## src/rtl/imem_boot_ctrl.sv

```systemverilog
// Boot-time instruction-memory loader: streams program words into IMEM,
// holds the core in reset until the last write settles, then lets it run.
module imem_boot_ctrl #(
  parameter int DEPTH   = 256,
  parameter int AW      = 8,
  parameter int REL_CYC = 2
) (
  input  logic          clk,
  input  logic          reset_n,
  input  logic          ld_valid,
  input  logic [31:0]   ld_data,
  input  logic          ld_last,
  output logic          ld_ready,
  input  logic          reload_req,
  output logic          imem_we,
  output logic [AW-1:0] imem_waddr,
  output logic [31:0]   imem_wdata,
  output logic          core_reset,
  output logic          run,
  output logic          err,
  output logic [AW:0]   word_count
);

  typedef enum logic [1:0] {LOAD, RELEASE, RUN, ERR} state_t;

  state_t        state, state_nxt;
  logic [AW-1:0] wptr;
  logic [3:0]    rel_cnt;
  logic          hs;
  logic          reload_fire;

  assign hs          = ld_valid & ld_ready;
  assign reload_fire = reload_req & ((state == RUN) | (state == ERR));

  always_ff @(posedge clk) begin
    if (!reset_n) state <= LOAD;
    else          state <= state_nxt;
  end

  always_comb begin
    state_nxt  = state;
    ld_ready   = 1'b0;
    core_reset = 1'b1;
    run        = 1'b0;
    err        = 1'b0;
    case (state)
      LOAD: begin
        ld_ready = 1'b1;
        if (ld_valid) begin
          if (ld_last)                              state_nxt = RELEASE;
          else if (wptr == AW'(DEPTH - 1))          state_nxt = ERR;
        end
      end
      RELEASE: begin
        // REL_CYC+1 cycles in total: one for the final write to land, then REL_CYC of hold.
        if (rel_cnt == 4'(REL_CYC)) state_nxt = RUN;
      end
      RUN: begin
        core_reset = 1'b0;
        run        = 1'b1;
        if (reload_req) state_nxt = LOAD;
      end
      ERR: begin
        err = 1'b1;
        if (reload_req) state_nxt = LOAD;
      end
      default: state_nxt = LOAD;
    endcase
  end

  always_ff @(posedge clk) begin
    if (!reset_n) begin
      wptr       <= '0;
      word_count <= '0;
      imem_we    <= 1'b0;
      imem_waddr <= '0;
      imem_wdata <= '0;
      rel_cnt    <= '0;
    end else begin
      imem_we <= hs;
      if (hs) begin
        imem_waddr <= wptr;
        imem_wdata <= ld_data;
        wptr       <= wptr + 1'b1;
        word_count <= word_count + 1'b1;
      end
      if (reload_fire) begin
        wptr       <= '0;
        word_count <= '0;
      end
      if (state == RELEASE) rel_cnt <= rel_cnt + 1'b1;
      else                  rel_cnt <= '0;
    end
  end

endmodule

```

## config.mk

```make
export PLATFORM = sky130hd
export DESIGN_NAME = imem_boot_ctrl
export DESIGN_NICKNAME = d
export VERILOG_FILES = /design/src/rtl/imem_boot_ctrl.sv
export SDC_FILE = /design/constraint.sdc
export NUM_CORES = 1
export LEC_CHECK = 0
export ABC_CLOCK_PERIOD_IN_PS = 3400
export CAP_MARGIN = 20
export CORE_ASPECT_RATIO = 1.1
export CORE_MARGIN = 1.5
export CORE_UTILIZATION = 48
export DETAILED_ROUTE_END_ITERATION = 16
export GPL_TIMING_DRIVEN = 0
export PLACE_DENSITY = 0.85
export SLEW_MARGIN = 20
export SYNTH_ARGS = -nofsm -noshare
export SYNTH_HDL_FRONTEND = slang
export SYNTH_SLANG_ARGS = --single-unit
```

## constraint.sdc

```tcl
create_clock -name clk -period 3.4 [get_ports clk]
set_input_delay 0.68 -clock clk [delete_from_list [all_inputs] [get_ports clk]]
set_output_delay 0.68 -clock clk [all_outputs]
set_load 0.02 [all_outputs]
```

==> out/results.ini <==
[run_status]
status=finished clean

[synthesis]
yosysWarnings=0
synth_compound_area_frac=0.1804
synth_xor_area_frac=0.01362
yosysUniqueCellTypes=31
synth_nets=343
synthAdderAreaFrac=0.01946
synth_top_family_by_area=simple AND/OR/NAND/NOR gates
ys_seq_area_frac=0.4981
yosys-top-cells-area=dfxtp_1 50%, nand2_1 13%, a21boi_0 12%, a21oi_1 2.5%, clkbuf_1 2.0%
synthMuxAreaShare=0.007782
yosys_register_bits=64
synthesis.area_sq_um=2572
netlist_instances=302
avgSynthCellArea_sq_um=8.518
yosysTopAreaCellShare=0.4981
synth_simple_gate_area_frac=0.2349
synth_top_cell_by_area=dfxtp_1

[cells_and_area]
regArea_sq_um=1281
fin_cells=479
multi_input_area_sq_um=1174
drive_above_1_share=0.05651
diodes=0
stdcell_area_sq_um=3757
layout_common_cells=92 x nand2_1, 89 x clkdlybuf4s50_1, 64 x dfxtp_1
final_common_cell=nand2_1
fillers=430
finalNetCount=443
synthToLayoutAreaGrowth_pct=46.06

[flow_run]
maxCapViolations=0

[worst_setup_path]
reg2regPathDepth=6
cp_data_arrival_time_ns=1.85
startpoint=state[1]$_SDFFE_PN0P_
crit_path_max_incr_delay_ns=0.63
rrSetupSlack_ns=1.53
reg2reg_from=state[1]$_SDFFE_PN0P_
crit_fanout=10
end_kind=output pin
cp_top_family=buffers and inverters
crit_path_cell_trace=clkbuf_1, nor2b_1, clkdlybuf4s50_1
required_ns=2.72
critPathKind=reg2out
critPathBufInv=2
critical_path.slowest_cell=clkdlybuf4s50_1
worst_setup_path_start_kind=flip-flop
timing.rr.end=imem_wdata[27]$_SDFFE_PN0P_

[placed_design]
dp_hpwl_microns=4295
dp.cells=463
io_buffers=89
gp_congestion=0.7961
dpl-instance-area_sq_um=3553

[global_routing]
gr-total-overflow=0
grt_pass1_wl_microns=9942
grt_pass1_vias=2308
grt_max_degree=14
grt_usage=0.2222
antenna_found_initial=0

[clocking]
clkTransAtPathRegs_ns=0.08
clockBufferDepth=2
insertion_delay_ns=0.35
cts_sinks=64
hold_buffers=0
cts-resized-gates=0
cts_setup_buffers=0
cts_root_buf=clkbuf_8
cts_buffers=9
cts_tree=done
cts-htree-levels=3

[sta]
worst_clock_skew_ns=0.006922
max_freq_mhz=395.5
period_minus_slack_ns=2.528
period_share=0.7436
slew_headroom=0.6352
setup_tns_ns=0
slew_violations=0
rsz0062_at_grt=false
hold_viol_final=0
setup-violations-final=0
hold_slack_ns=0.4611
tightest_slew_ns=0.5472

[detailed_routing]
wl_met1_microns=2547
vias=2373
drt_iter0_drc=93
routedWlPerCell_microns=12.53
dr_wl_met3_microns=441
totalWireLength_microns=6003
viasPerCell=4.954
drc_errors=0
drt-pass1-iter-count=4
ant_nets=0
wl_met2_microns=2856
top_layer=met4

[power_and_ir_drop]
pwr-share-seq=0.462
powerDensity_nw_per_um2=464.4
vdd_drop_max_mv=0.3630
p_sw_mw=0.4806
p_int_mw=1.264
p_comb_frac=0.156
swShare=0.2754
p_clk_frac=0.382
leakagePower_nw=1.320

[floorplanning]
dieArea_sq_um=5808
die_w_microns=72.80
fp.dieH_microns=79.78
top_level_ports=91
core_sq_um=5101
initial_utilization=0.5043
rows=27

[hold_path]
hold_class=reg2reg
hold_start=imem_waddr[6]$_SDFFE_PN0P_
hold_end=imem_waddr[6]$_SDFFE_PN0P_
hold_path_depth=2

[final cells by class]
type / count / share of cell area
inverters: 6 / 0.005994
flip-flops and latches: 64 / 0.3410
repair buffers: 89 / 0.2371
plain buffers: 20 / 0.02531
clock buffers: 9 / 0.03297
well taps: 72 / 0.02398
clock inverters: 7 / 0.02131
multi-input cells: 212 / 0.3124
[registers in the layout, summed over array words and instances, names as in the netlist]
| signal | count |
|---|---|
| rel_cnt | 4 |
| word_count | 9 |
| wptr | 8 |
| imem_wdata | 32 |
| imem_waddr | 8 |
| state | 2 |
| imem_we | 1 |
[Yosys cell counts, drive strengths merged]
cell / count
dfxtp: 64
clkbuf: 14
o31ai: 6
a21boi: 41
or4: 6
or3: 5
buf: 6
nor2: 7
a21oi: 13
xor2: 1
nand3b: 1
and2: 2
ha: 4
nor4: 1
inv: 6
nor3b: 2
xnor2: 3
nand4: 3
o21a: 1
nor4bb: 1
o21ai: 6
nor2b: 1
nand4bb: 1
nor3: 4
or3b: 1
a2bb2oi: 1
mux2i: 2
nand2b: 2
nand3: 5
nand2: 92
[cells by family (layout without fill, tap and decap cells)]
kind of cell             count (synthesis)  count (layout)
adder cells (fa/ha/maj)                  4               4
multiplexers                             2               2
AO/OA/AOI/OAI                           68              68
buffers and inverters                   26             131
flip-flops                              64              64
XOR/XNOR                                 4               4
AND/OR/NAND/NOR                        134             134
[worst min-delay path, delay by kind of cell (launching register included)]
| kind | cells | cell delay, ns |
|---|---|---|
| AND/OR/NAND/NOR | 1 | 0.04 |
| AO/OA/AOI/OAI | 1 | 0.06 |
| flip-flops | 1 | 0.31 |
[routing by layer]
layer / track usage / up-vias
li1: - / 1218
met4: 0.1038 / 0
met3: 0.08081 / 15
met1: 0.2476 / 1050
met2: 0.3734 / 90
met5: 0 / -
[power by group through the flow]
stage               Sequential (mW)  Clock, mW  Combinational, mW
floorplan                     0.858          0              0.102
global placement              0.821          0              0.268
detailed placement            0.823          0              0.272
CTS                           0.806      0.678              0.275
global route                  0.811      0.713              0.297
finish                        0.806      0.667              0.272
[per-stage QoR]
| step | util | worst slack [ns] | power (mW) |
|---|---|---|---|
| 2_1_floorplan | - | 1.542 | 0.9602 |
| 3_3_place_gp | 0.6966 | 0.9348 | 1.089 |
| 3_5_place_dp | 0.6966 | 0.8550 | 1.096 |
| 4_1_cts | 0.7366 | 0.8643 | 1.759 |
| 5_1_grt | 0.7366 | 0.7244 | 1.821 |
| 6_report | 0.7366 | 0.8718 | 1.745 |
[how the worst max path moves through the flow]
stage	end	slack [ns]	depth (start not counted)
3_5_place_dp	imem_wdata[22]$_SDFFE_PN0P_	0.85	6
6_report	run	0.87	3
2_1_floorplan	wptr[7]$_SDFFE_PP0P_	1.54	4
4_1_cts	run	0.86	3
5_1_grt	run	0.72	3
3_3_place_gp	wptr[7]$_SDFFE_PP0P_	0.93	5
No activity file was read; power rests on OpenSTA's default activity.
